### config.mk
export PLATFORM = sky130hd
export DESIGN_NAME = syzygy_adc_phy_rx
export DESIGN_NICKNAME = d
export VERILOG_FILES = /design/src/rtl/syzygy_adc_phy_rx.sv
export SDC_FILE = /design/constraint.sdc
export NUM_CORES = 1
export LEC_CHECK = 0
export CAP_MARGIN = 0
export CORE_MARGIN = 4
export CORE_UTILIZATION = 44
export DETAILED_ROUTE_END_ITERATION = 6
export PLACE_DENSITY = 0.74
export SKIP_CTS_REPAIR_TIMING = 1
export SYNTH_ARGS = -nofsm -noshare
export SYNTH_HDL_FRONTEND = slang
export SYNTH_SLANG_ARGS = --single-unit
### constraint.sdc
create_clock -name clk -period 5.5 [get_ports clk]
set_clock_uncertainty 0.15 [all_clocks]
set_input_delay 0.825 -clock clk [delete_from_list [all_inputs] [get_ports clk]]
set_output_delay 0.825 -clock clk [all_outputs]
set_load 0.02 [all_outputs]
### src/rtl/syzygy_adc_phy_rx.sv
// syzygy_adc_phy_rx: DDR ADC receiver that hunts for a Q/I training pattern,
// locks on either half-cycle pairing and presents aligned I/Q sample pairs.
module syzygy_adc_phy_rx #(
    parameter int                DATA_W     = 12,
    parameter logic [DATA_W-1:0] PAT_Q      = 12'h9A5,
    parameter logic [DATA_W-1:0] PAT_I      = 12'h65A,
    parameter int                LOCK_COUNT = 16
) (
    input  logic              clk,
    input  logic              reset_n,
    input  logic [DATA_W-1:0] ddr_d1,
    input  logic [DATA_W-1:0] ddr_d2,
    input  logic              train_en,
    input  logic              realign,
    output logic [DATA_W-1:0] data_i,
    output logic [DATA_W-1:0] data_q,
    output logic              data_valid,
    output logic              aligned,
    output logic              swapped,
    output logic [15:0]       err_count
);
    localparam int CW = $clog2(LOCK_COUNT + 1);

    typedef enum logic [1:0] {HUNT, VERIFY, LOCKED} state_t;

    state_t            state_q, state_d;
    logic [CW-1:0]     cnt_q, cnt_d, cnt_inc;
    logic              swp_q, swp_d;
    logic [15:0]       err_q, err_d;
    logic [DATA_W-1:0] d1_q, d2_q, d2p_q;
    logic [DATA_W-1:0] smp_q_q, smp_i_q;
    logic              valid_q;
    logic              match_n, match_s, match_m;

    assign match_n = (d1_q == PAT_Q) && (d2_q == PAT_I);
    assign match_s = (d2p_q == PAT_Q) && (d1_q == PAT_I);
    assign match_m = swp_q ? match_s : match_n;
    assign cnt_inc = cnt_q + CW'(1);

    always_ff @(posedge clk or negedge reset_n) begin
        if (!reset_n) begin
            d1_q    <= '0;
            d2_q    <= '0;
            d2p_q   <= '0;
            smp_q_q <= '0;
            smp_i_q <= '0;
            valid_q <= 1'b0;
        end else begin
            d1_q    <= ddr_d1;
            d2_q    <= ddr_d2;
            d2p_q   <= d2_q;
            smp_q_q <= swp_q ? d2p_q : d1_q;
            smp_i_q <= swp_q ? d1_q : d2_q;
            valid_q <= (state_q == LOCKED) && !train_en;
        end
    end

    always_ff @(posedge clk or negedge reset_n) begin
        if (!reset_n) begin
            state_q <= HUNT;
            cnt_q   <= '0;
            swp_q   <= 1'b0;
            err_q   <= '0;
        end else begin
            state_q <= state_d;
            cnt_q   <= cnt_d;
            swp_q   <= swp_d;
            err_q   <= err_d;
        end
    end

    // Training progress only advances while the far end is sending the pattern.
    always_comb begin
        state_d = state_q;
        cnt_d   = cnt_q;
        swp_d   = swp_q;
        err_d   = err_q;
        if (realign) begin
            state_d = HUNT;
            cnt_d   = '0;
            swp_d   = 1'b0;
        end else if (train_en) begin
            case (state_q)
                HUNT: if (match_n || match_s) begin
                    swp_d   = match_s;
                    cnt_d   = CW'(1);
                    state_d = (LOCK_COUNT <= 1) ? LOCKED : VERIFY;
                end
                VERIFY: if (match_m) begin
                    cnt_d   = cnt_inc;
                    state_d = (cnt_inc == CW'(LOCK_COUNT)) ? LOCKED : VERIFY;
                end else begin
                    cnt_d   = '0;
                    state_d = HUNT;
                end
                LOCKED: err_d = (!match_m && err_q != 16'hFFFF) ? err_q + 16'd1 : err_q;
                default: state_d = HUNT;
            endcase
        end
    end

    assign data_q     = smp_q_q;
    assign data_i     = smp_i_q;
    assign data_valid = valid_q;
    assign aligned    = (state_q == LOCKED);
    assign swapped    = swp_q;
    assign err_count  = err_q;
endmodule
======== Word-level counts from Yosys, hierarchy flattened ========
Cells that the tools add are included.
storage, ports and cells
  logic and storage cells ................. 57
  flip-flop bits (word level) ............. 85
cells by class
  muxes and demuxes ....................... 18
  bitwise gates (word level) .............. 1
  add/sub/neg operators ................... 2
  eq/ne operators ......................... 10
  reduce and logical (&&, ||, !) cells .... 16
operator list
  kind                     count
  $eq A12 B11 Y1 const B   2
  $eq A12 B12 Y1 const B   2
  $mux W12                 2
  $mux W5                  4
  $add A16 B1 Y16 const B  1
  $ne A16 B16 Y1 const B   1
  $mux W2                  5
  $pmux W5 S2              1
  $reduce_and A3 Y1        3
  $pmux W2 S3              1
  $reduce_bool A2 Y1       3
  $add A5 B1 Y5 const B    1
  $eq A5 B5 Y1 const B     1
  $mux W1                  5
  $logic_and A1 B1 Y1      4
  $reduce_and A4 Y1        1
  $ne A3 B3 Y1 const B     1
  $reduce_bool A3 Y1       1
  $eq A2 B1 Y1 const B     1
  $eq A2 B2 Y1 const B     1
  $logic_not A1 Y1         2
  $logic_not A2 Y1         1
  $ne A2 B2 Y1 const B     1
  $logic_or A1 B1 Y1       1
  $not A1 Y1               1

======== Logic depth before layout (Yosys ltp) ========
Gate-level depths: netlist of run 1.
  depth after elaboration ................. 7
  gate-level depth with buffers ........... 7
  depth with buffers taken out ............ 6

======== Worst setup path before layout of run 1 ========
OpenSTA, ideal clock, no wires.
  path type ............................... register to register
  start point ............................. register err_q[0], in the netlist err_count[0]
  end point ............................... register err_q[1], in the netlist err_count[1]
  cell stages (with the launch flop) ...... 8
  data arrival time ....................... 1.930 ns
  clock period less this slack ............ 2.204 ns
  path buffers ............................ 1
  data required time ...................... 5.225 ns
  path slack .............................. 3.296 ns
  cell sequence ........................... dfrtp_1 ha_1 and3_1 and3_1 a41o_1 buf_2 nor2_1 mux2_2
between the ends
  longest elaborated chain between the ends .. 3
  elaborated cells between the ends (all ways) .. 4
ends and longest elaborated chain
  item                                                     line  text
  from (decl)                                              29    logic [15:0] err_q, err_d;
  from (signal assigned)                                   68    err_q <= err_d;
  branches (longest 3 deep; another with $add A16 B1 Y16)  -
Parallel ways; which one is timed is not known.
A chain may end at the register's enable or synchronous reset.

======== Worst setup path after layout of run 1 ========
  start point ............................. register swp_q, in the netlist swapped
  end point ............................... output port swapped
RTL lines
  item                    line  text
  from (decl)             28    logic swp_q, swp_d;
  from (signal assigned)  67    swp_q <= swp_d;
  to (decl)               19    output logic swapped,
No word-level cell between the ends.

==> summary.md, run 1 <==
| Metric | Value |
|---|---|
| Share of layout cells above drive strength 1 | 17.24% |
| Cell Chain, Critical Path | clkdlybuf4s50_1 |
| Clock sink count | between 80 and 90 |
| Placed inst area | 4109 um^2 |
| Max-slew headroom | 23.66% |
| Vias in the first global route | 2302 |
| Post-synth net total | 270 |
| Initial Util | 45.66% |
| First-pass GRT wire length | 11.02 mm |
| R2R Setup Slk | 2740 ps |
| Die area | 9066 um^2 |
| Worst r2r path cells | 4 |
| CP Max Fanout | 28 |
| Drt via density | between 5 and 6 |
| Critical Path End Type | primary output |
| Port bufs | 70 |
| Initial antenna violation count | 0 |
| Unrepaired setup endpoints after global routing | false |
| Fmax | 311.3 MHz |
| WHS Path Cells | 0 |
| Worst-skew pair later-pin latency | 350 ps |
| Final instance area | between 4000 and 5000 um^2 |
| Count of final hold-check violations | 0 |
| Root buffer cell | clkbuf_8 |
| Nets@finish | about 340 |
| Layout area overhead | 29.53% |
| Largest stage delay on the critical path | around 1100 ps |
| Synth warn | 0 |
| Worst-Margin Slew | 1145 ps |
| CTS tree | built |
| Req. time, crit path | roughly 4500 ps |
| Die width | 95.22 um |
| Startpoint Class | register |
| Inserted Diodes | 0 |
| Largest net degree at the start of global routing | 86 |
| Delay-heaviest family, CP | flip-flops |
| Seq/Total Area, Yosys | 63.55% |
| CORE AREA | 7331 um^2 |
| CP Class | register to primary output |
| Num CTS Buffers | 9 |
| Mapped cell area | about 3300 um^2 |
| Crit-path slowest cell | dfrtp_1 |
| Worst reg2reg path startpoint | swapped |
| Min-Delay Endpoint | d2p_q[3] |
| Post-DP HPWL | between 4 and 5 mm |
| Buffers plus inverters on the worst setup path | 1 |
| CP arrival | 2240 ps |
| Final Max Slew Viols | 0 |
| DR vias | approximately 2200 |
| Outcome | complete, no violations |
| Total gr overflow | 0 |
| Top_reg_cell synth | dfrtp_1 |
| Residual DRC | 0 |
| CTS clk-pin slew, worst paths | 90 ps |
| Crit path depth | 1 |
| GRT Total Usage | 16.16% |
| Post-synth EDFFs | 0 |
| Max cap viols | 0 |
| Core Rows | 31 |
| H-Tree Depth | 3 |
| Fin crit share | 58.40% |
| Async SR Flop Fraction | 100.0% |
| TNS Setup | 0 ps |
| Class of the worst hold path | register to register |
| Post-layout minimum cycle time | about 3200 ps |
| 1st-iter DRT viols | 78 |
| Distinct cell type count after synthesis | 44 |
| Maximum vdd drop | between 150 and 200 uV |
| Avg WL per Cell | 15.94 um |
| PD cells | 285.0 nW/um^2 |
| TritonRoute pass-1 iters | 4 |
| Hold Crit Start | d2_q[3] |
| Worst r2r dst | state_q[1] |
| Final wirelength | 6.665 mm |
| Setup violators final | 0 |
| LEAKAGE | 1.881 nW |
| Syn Area/Cell | 13.95 um^2 |
| Seq cells post-synth | 85 |
| Routability cong. | 0.7644 |
| Die Y | 95.22 um |
| Antenna Nets Post-Route | 0 |
| Max Root-Sink Buffers | 2 |
| IO Pins | 71 |
| Syn Inst Count | 240 |
## stage by stage
stage | util (%) | worst slack [ps] | hold WS [ps] | power (mW) | std cells
finish | 59.14 | 2288 | 240.8 | 1.235 | 418
detailed placement | 56.05 | 2667 | 232.9 | 0.7518 | 402
CTS | 59.14 | 2261 | 249.2 | 1.248 | 418
global placement | 56.05 | 2660 | 226.1 | 0.7506 | 402
global route | 59.14 | 2189 | 266.4 | 1.283 | 418
floorplan | - | 3296 | 213.0 | 0.6939 | 240
## worst max path at each step
| stage | from | end |
|---|---|---|
| after global placement | swapped | swapped |
| after floorplan | err_count[0] | err_count[1] |
| after detailed placement | swapped | swapped |
| final | swapped | swapped |
| after CTS | swapped | swapped |
| after global routing | swapped | swapped |
## Yosys cell counts (all sizes together) (2+ instances only)
master  count  area share (%)
nand3      13             1.9
dfrtp      85              64
inv         5            0.56
nor3        7             1.0
and4bb      8             3.0
a21oi       3            0.45
nand4b      2            0.52
clkbuf      3            0.64
and3        5            0.93
o32ai       2             1.1
mux2       25             8.4
nand2       9             1.0
buf         4             1.2
nor2b       3            0.56
o211ai      5             1.1
nor2        9             1.0
nor4        3            0.56
ha          2            0.75
nor3b       4            0.90
nand4      10             2.3
xor2       15             3.9
## cell type report
cell class                      instances  area [um^2]
Clock buffer                            9        123.9
Clock inverter                          7        102.6
Fill cell                             577         2995
Inverter                                5        18.77
Multi-Input combinational cell        143         1141
Sequential cell                        85         2127
Tap cell                               99        123.9
Timing Repair Buffer                   70        698.2
## registers in the layout, indices dropped and copies added, names as in the netlist
signal      flops
d2_q           12
swapped         1
d2p_q          12
data_i         12
cnt_q           5
err_count      16
d1_q           12
data_q         12
state_q         2
data_valid      1
## power breakdown
group          switching [mW]  internal (mW)  leakage, nW
clock network           0.235          0.263        0.117
registers              0.0139          0.647         1.05
logic                  0.0354         0.0419        0.716
total                   0.284          0.952         1.88
## cell usage in the layout (no fill, tap or decap), types with 6 or more instances in the layout
cell type | Yosys | routed
nand3_1 | 13 | 13
nor3_1 | 7 | 7
mux2_2 | 25 | 25
and4bb_2 | 6 | 6
dfrtp_1 | 85 | 85
nand2_1 | 9 | 9
nor2_1 | 9 | 9
clkdlybuf4s50_1 | 0 | 69
nand4_1 | 9 | 9
clkbuf_8 | 1 | 9
xor2_1 | 15 | 15
## cell families after synthesis
group                      Yosys count  synth area share, %
buffers and inverters               12                2.355
and+or+nand+nor                     82                16.11
adders and majority gates            2               0.7475
xor gates and xnor gates            15                3.925
muxes                               25                8.411
DFF                                 85                63.55
AOI/OAI and AO/OA                   19                4.898
## per-layer routing
metal / wire (um) / GRT usage, % / up-vias / part of all wire [%]
met5: 0 / 0 / - / 0
met4: 158 / 7.212 / 0 / 2.4
met3: 337 / 4.972 / 14 / 5.1
met2: 3294 / 25.71 / 58 / 49
met1: 2875 / 20.29 / 1084 / 43
li1: - / - / 1028 / -
(Power assumes the default switching activity.)
==> run 2, diff against run 1 <==
--- a/config.mk
+++ b/config.mk
@@ -9,7 +9,7 @@
 export CORE_MARGIN = 4
 export CORE_UTILIZATION = 44
 export DETAILED_ROUTE_END_ITERATION = 6
-export PLACE_DENSITY = 0.74
+export PLACE_DENSITY = 0.76
 export SKIP_CTS_REPAIR_TIMING = 1
 export SYNTH_ARGS = -nofsm -noshare
 export SYNTH_HDL_FRONTEND = slang
==> constraint.sdc (replaced) <==
create_clock -name clk -period 2.7 [get_ports clk]
set_clock_uncertainty 0.15 [all_clocks]
set_input_delay 0.405 -clock clk [delete_from_list [all_inputs] [get_ports clk]]
set_output_delay 0.405 -clock clk [all_outputs]
set_load 0.02 [all_outputs]
==> summary.md, run 2 (same netlist as run 1, synthesis figures left out) <==
| Metric | Value |
|---|---|
| Crit-path slowest cell | clkdlybuf4s50_1 |
| Min-Delay Endpoint | d2p_q[3] |
| Gr busiest metal | met2 |
| 1st-iter DRT viols | 62 (-21%) |
| Class of the worst hold path | register to register |
| Drt via density | 5.172 (-1.0%) |
| Post-layout minimum cycle time | 2295 ps |
| Port bufs | 70 (unchanged) |
| Worst reg2reg path startpoint | err_count[0] |
| CTS tree | built |
| Max Root-Sink Buffers | 2 (unchanged) |
| Worst r2r path cells | 6 (+2) |
| Num CTS Buffers | 9 (unchanged) |
| Fin crit share | 85.01% |
| Share of layout cells above drive strength 1 | 18.40% (+1.2 points) |
| Critical Path End Type | primary output |
| Worst-Margin Slew | 535.0 ps (-610.1 ps) |
| Core Rows | 31 (unchanged) |
| Startpoint Class | register |
| TritonRoute pass-1 iters | 4 (unchanged) |
| DR vias | 2198 (+0.64%) |
| Initial Util | 45.66% (unchanged) |
| Total gr overflow | 0 (unchanged) |
| Root buffer cell | clkbuf_8 |
| Max FFs per register | 16 (unchanged) |
| Tot Pwr | 2.333 mW (+89%) |
| Unrepaired setup endpoints after global routing | false |
| Largest stage delay on the critical path | 710 ps (-400 ps) |
| Avg WL per Cell | 15.82 um (-0.76%) |
| CTS clk-pin slew, worst paths | 80 ps (about the same) |
| Met1 track demand over resource | 20.31% (about the same) |
| CP Class | register to primary output |
| WHS Path Cells | 0 (unchanged) |
| Setup violators final | 0 (unchanged) |
| Commonest non-fill, non-tap cells in the layout | dfrtp_1 (85), clkdlybuf4s50_1 (69), mux2_2 (25), xor2_1 (15), nand3_1 (13) |
| Outcome | complete, no violations |
| CORE AREA | 7331 um^2 (unchanged) |
| Cell Chain, Critical Path | clkdlybuf4s50_1 |
| Max cap viols | 0 (unchanged) |
| Maximum vdd drop | 329.8 uV (+100%) |
| Fmax | between 400 and 500 MHz |
| TNS Setup | 0 ps (unchanged) |
| First-pass GRT wire length | 10.87 mm (-1.3%) |
| IO Pins | 71 (unchanged) |
| Fin cells | 425 (+1.7%) |
| Nets@finish | 351 (+2.0%) |
| PD cells | 536.8 nW/um^2 (+88%) |
| Fill cell total of the finished layout | 570 (-1.2%) |
| Most common cell after layout, fill and taps aside | dfrtp_1 |
| Antenna Nets Post-Route | 0 (unchanged) |
| Met2 usage | 25.42% (-0.29 points) |
| LEAKAGE | 1.892 nW (+0.57%) |
| GRT Total Usage | 16.01% (-0.14 points) |
| Req. time, crit path | 2140 ps (-2390 ps) |
| Max-slew headroom | 64.33% (+41 points) |
| Final Max Slew Viols | 0 (unchanged) |
| Die width | 95.22 um (unchanged) |
| Seq. cell area | 2127 um^2 (unchanged) |
| CP arrival | 1740 ps (-500 ps) |
| Hold Crit Start | d2_q[3] |
| Worst-skew pair later-pin latency | 350 ps (about the same) |
| R2R Setup Slk | 470 ps (-2270 ps) |
| Post-DP HPWL | 4.956 mm (+6.1%) |
| Largest net degree at the start of global routing | 44 (-49%) |
| Inserted Diodes | 0 (unchanged) |
| Die Y | 95.22 um (unchanged) |
| Initial antenna violation count | 0 (unchanged) |
| Delay-heaviest family, CP | buffers and inverters |
| Buffers plus inverters on the worst setup path | 1 (unchanged) |
| Multi-input gate area | 1141 um^2 (unchanged) |
| Met3 Use GR | 5.209% (+0.24 points) |
| Die area | 9066 um^2 (unchanged) |
| Clock sink count | 85 (unchanged) |
| Worst r2r dst | err_count[1] |
| Vias in the first global route | 2236 (-2.9%) |
| Final wirelength | 6.725 mm (+0.90%) |
| CP Max Fanout | 12 (-57%) |
| H-Tree Depth | 3 (unchanged) |
| Layout area overhead | 29.87% |
| Residual DRC | 0 (unchanged) |
| Count of final hold-check violations | 0 (unchanged) |
| DP Cell Count | 408 (+1.5%) |
| Routability cong. | 0.8266 (+8.1%) |
[run 2: cell count changes in the layout (fill, tap and decap cells not counted)]
cell and change:
buf_4 +6, bufinv_16 -2, clkbuf_1 +1, clkbuf_8 +1, clkinvlp_4 +1, dlygate4sd3_1 +1
inv_6 -1
[run 2: cell type report]
cell class / instances / area share (%)
Inverter: 5 / 0.4318
Clock buffer: 11 / 3.253
Tap cell: 99 / 2.850
Sequential cell: 85 / 48.93
Clock inverter: 5 / 0.9499
Timing Repair Buffer: 77 / 17.33
Multi-Input combinational cell: 143 / 26.25
[run 2: worst max-delay path by stage]
stage	from	end	slack, ps	cells after the start
after global placement	train_en	err_count[1]	430	5
after floorplan	err_count[0]	err_count[1]	500	7
after global routing	swapped	swapped	340	1
final	swapped	swapped	400	1
after detailed placement	train_en	err_count[1]	360	5
after CTS	swapped	swapped	400	1
[run 2: per-layer routing]
metal	part of all wire [%]	vias up
met5	0	-
met4	1.3	0
met3	5.0	6
met2	50	58
met1	44	1094
li1	-	1040
[run 2: power by group]
group / internal [mW] / total [mW] / switching [mW]
clock: 0.371 / 0.825 / 0.454
combinational: 0.0892 / 0.163 / 0.0741
sequential: 1.32 / 1.34 / 0.0273
total: 1.78 / 2.33 / 0.555
[run 2: per-stage QoR]
step	hold WS, ps	utilization, %	setup slack, ps	cell area (um^2)
after floorplan	-40.59	-	495.5	3347
after global placement	227.9	56.67	426.6	4154
after detailed placement	233.7	56.67	363.1	4154
after CTS	-112.7	59.16	397.7	4337
after global routing	265.3	59.29	338.6	4347
final	249.4	59.29	404.6	4347
==> run 3, diff against run 2 <==
==> constraint.sdc (replaced) <==
create_clock -name clk -period 1.91 [get_ports clk]
set_clock_uncertainty 0.15 [all_clocks]
set_input_delay 0.2865 -clock clk [delete_from_list [all_inputs] [get_ports clk]]
set_output_delay 0.2865 -clock clk [all_outputs]
set_load 0.02 [all_outputs]
==> summary.md, run 3 (same netlist as run 1, synthesis figures left out) <==
| Metric | Value |
|---|---|
| Fill cell total of the finished layout | 542 (-4.9%) |
| Class of the worst hold path | primary input to register |
| GRT Total Usage | 16.42% (+0.41 points) |
| PnR worst setup slack | -104.8 ps (-509.4 ps) |
| IO Pins | 71 (unchanged) |
| Max-slew headroom | 71.43% (+7.1 points) |
| Port bufs | 70 (unchanged) |
| Die area | 9066 um^2 (unchanged) |
| CP arrival | 2100 ps (+360 ps) |
| Total gr overflow | 0 (unchanged) |
| Startpoint Class | register |
| Count of final hold-check violations | 0 (unchanged) |
| Final Max Slew Viols | 0 (unchanged) |
| Worst hold-check slack | 205.2 ps (-44.20 ps) |
| Initial antenna violation count | 0 (unchanged) |
| DR vias | 2323 (+5.7%) |
| Final wirelength | 6.982 mm (+3.8%) |
| Num CTS Buffers | 9 (unchanged) |
| First-pass GRT wire length | 11.36 mm (+4.5%) |
| Layout area overhead | 41.98% |
| Outcome | finished, violations left |
| Largest net degree at the start of global routing | 86 (+95%) |
| Die Y | 95.22 um (unchanged) |
| Setup violators final | 21 (+21) |
| PD cells | 710.6 nW/um^2 (+32%) |
| Nets@finish | 385 (+9.7%) |
| R2R Setup Slk | -100 ps (-570 ps) |
| Max FFs per register | 16 (unchanged) |
| Antenna Nets Post-Route | 0 (unchanged) |
| Fmax | 496.3 MHz |
| Drt via density | 5.061 (-2.1%) |
| Share of layout cells above drive strength 1 | 30.00% (+12 points) |
| Setup slack after placement | -149.5 ps (-512.6 ps) |
| Core Rows | 31 (unchanged) |
| CP Class | register to register |
| Req. time, crit path | 1990 ps (-150 ps) |
| H-Tree Depth | 3 (unchanged) |
| 1st-iter DRT viols | 65 (+4.8%) |
| Worst-skew pair later-pin latency | 360 ps (about the same) |
| Critical Path End Type | register |
| Fin cells | 459 (+8.0%) |
| Routability cong. | 0.7751 (-6.2%) |
| Final instance area | 4752 um^2 (+9.3%) |
| Max cap viols | 0 (unchanged) |
| CTS clk-pin slew, worst paths | 100 ps (+20 ps) |
| Post-DP HPWL | 5.071 mm (+2.3%) |
| CORE AREA | 7331 um^2 (unchanged) |
| Violations in the final reports | negative setup slack |
| Commonest non-fill, non-tap cells in the layout | dfrtp_1 (83), clkdlybuf4s50_1 (54), buf_4 (40), mux2_2 (24) |
| TritonRoute pass-1 iters | 5 (+1) |
| Clock sink count | 85 (unchanged) |
| Avg WL per Cell | 15.21 um (-3.9%) |
| Post-layout minimum cycle time | 2015 ps |
| DP Cell Count | 441 (+8.1%) |
| LEAKAGE | 2.350 nW (+24%) |
| Worst-Margin Slew | 428.5 ps (-106.5 ps) |
| Max Root-Sink Buffers | 2 (unchanged) |
| Initial Util | 45.66% (unchanged) |
| Root buffer cell | clkbuf_8 |
| Unrepaired setup endpoints after global routing | true |
| Die width | 95.22 um (unchanged) |
| CP Max Fanout | 4 (-8) |
| Most common cell after layout, fill and taps aside | dfrtp_1 |
| Fin crit share | 105.5% |
| Final Util | 64.82% (+5.5 points) |
| Inserted Diodes | 0 (unchanged) |
| Residual DRC | 0 (unchanged) |
| Maximum vdd drop | 458.5 uV (+39%) |
| Vias in the first global route | 2316 (+3.6%) |
| CTS tree | built |
| Placed inst area | 4466 um^2 (+7.5%) |
[run 3: cell count changes in the layout (fill, tap and decap cells not counted), sizes merged]
cell,previous run,this run
clkinvlp,1,0
clkbuf,11,9
clkdlybuf4s50,69,54
dlymetal6s2s,0,15
buf,7,41
clkinv,1,3
inv,8,9
[run 3: path summary, 6_finish.rpt]
kind,end,cells past startpoint,start
max,err_count[1],6,d1_q[1]
min,d2_q[10],1,ddr_d2[10]
max reg2reg,err_count[1],6,d1_q[1]
min reg2reg,d2p_q[4],0,d2_q[4]
max in group asynchronous,err_count[0],3,reset_n
min in group asynchronous,d1_q[6],3,reset_n
[run 3: final cells by class]
cell class / instances / area [um^2] / share of cell area [%]
Clock inverter: 7 / 76.32 / 1.606
Timing Repair Buffer: 111 / 1059 / 22.27
Inverter: 5 / 18.77 / 0.3949
Multi-Input combinational cell: 143 / 1221 / 25.70
Clock buffer: 9 / 123.9 / 2.607
Sequential cell: 85 / 2130 / 44.81
Tap cell: 99 / 123.9 / 2.607
[run 3: report_power, final]
part / leakage (nW) / internal (mW) / switching (mW)
Combinational: 1.20 / 0.144 / 0.112
Sequential: 1.05 / 1.86 / 0.0368
Clock: 0.101 / 0.515 / 0.708
Total: 2.35 / 2.52 / 0.856
[run 3: per-stage QoR]
stage,power (mW),setup TNS (ps)
final,3.377,-1047
after global routing,3.527,-4177
after CTS,3.419,-2592
after detailed placement,2.192,-1787
after global placement,2.187,-2900
after floorplan,1.998,-436.6
[run 3: critical path: stages, from the launching register on]
cell and delay, ps:
dfrtp_1 420, and4bb_2 340, nand4_4 120, o32ai_4 330, buf_4 200, nor2_4 40
mux2_4 290
[run 3: layer usage]
layer  vias to the layer above  GRT usage [%]  share of wire [%]
met5                         -              0                  0
met4                         0          4.688                1.2
met3                         7          4.815                4.1
met2                        56          26.01                 50
met1                      1152          22.00                 44
li1                       1108              -                  -
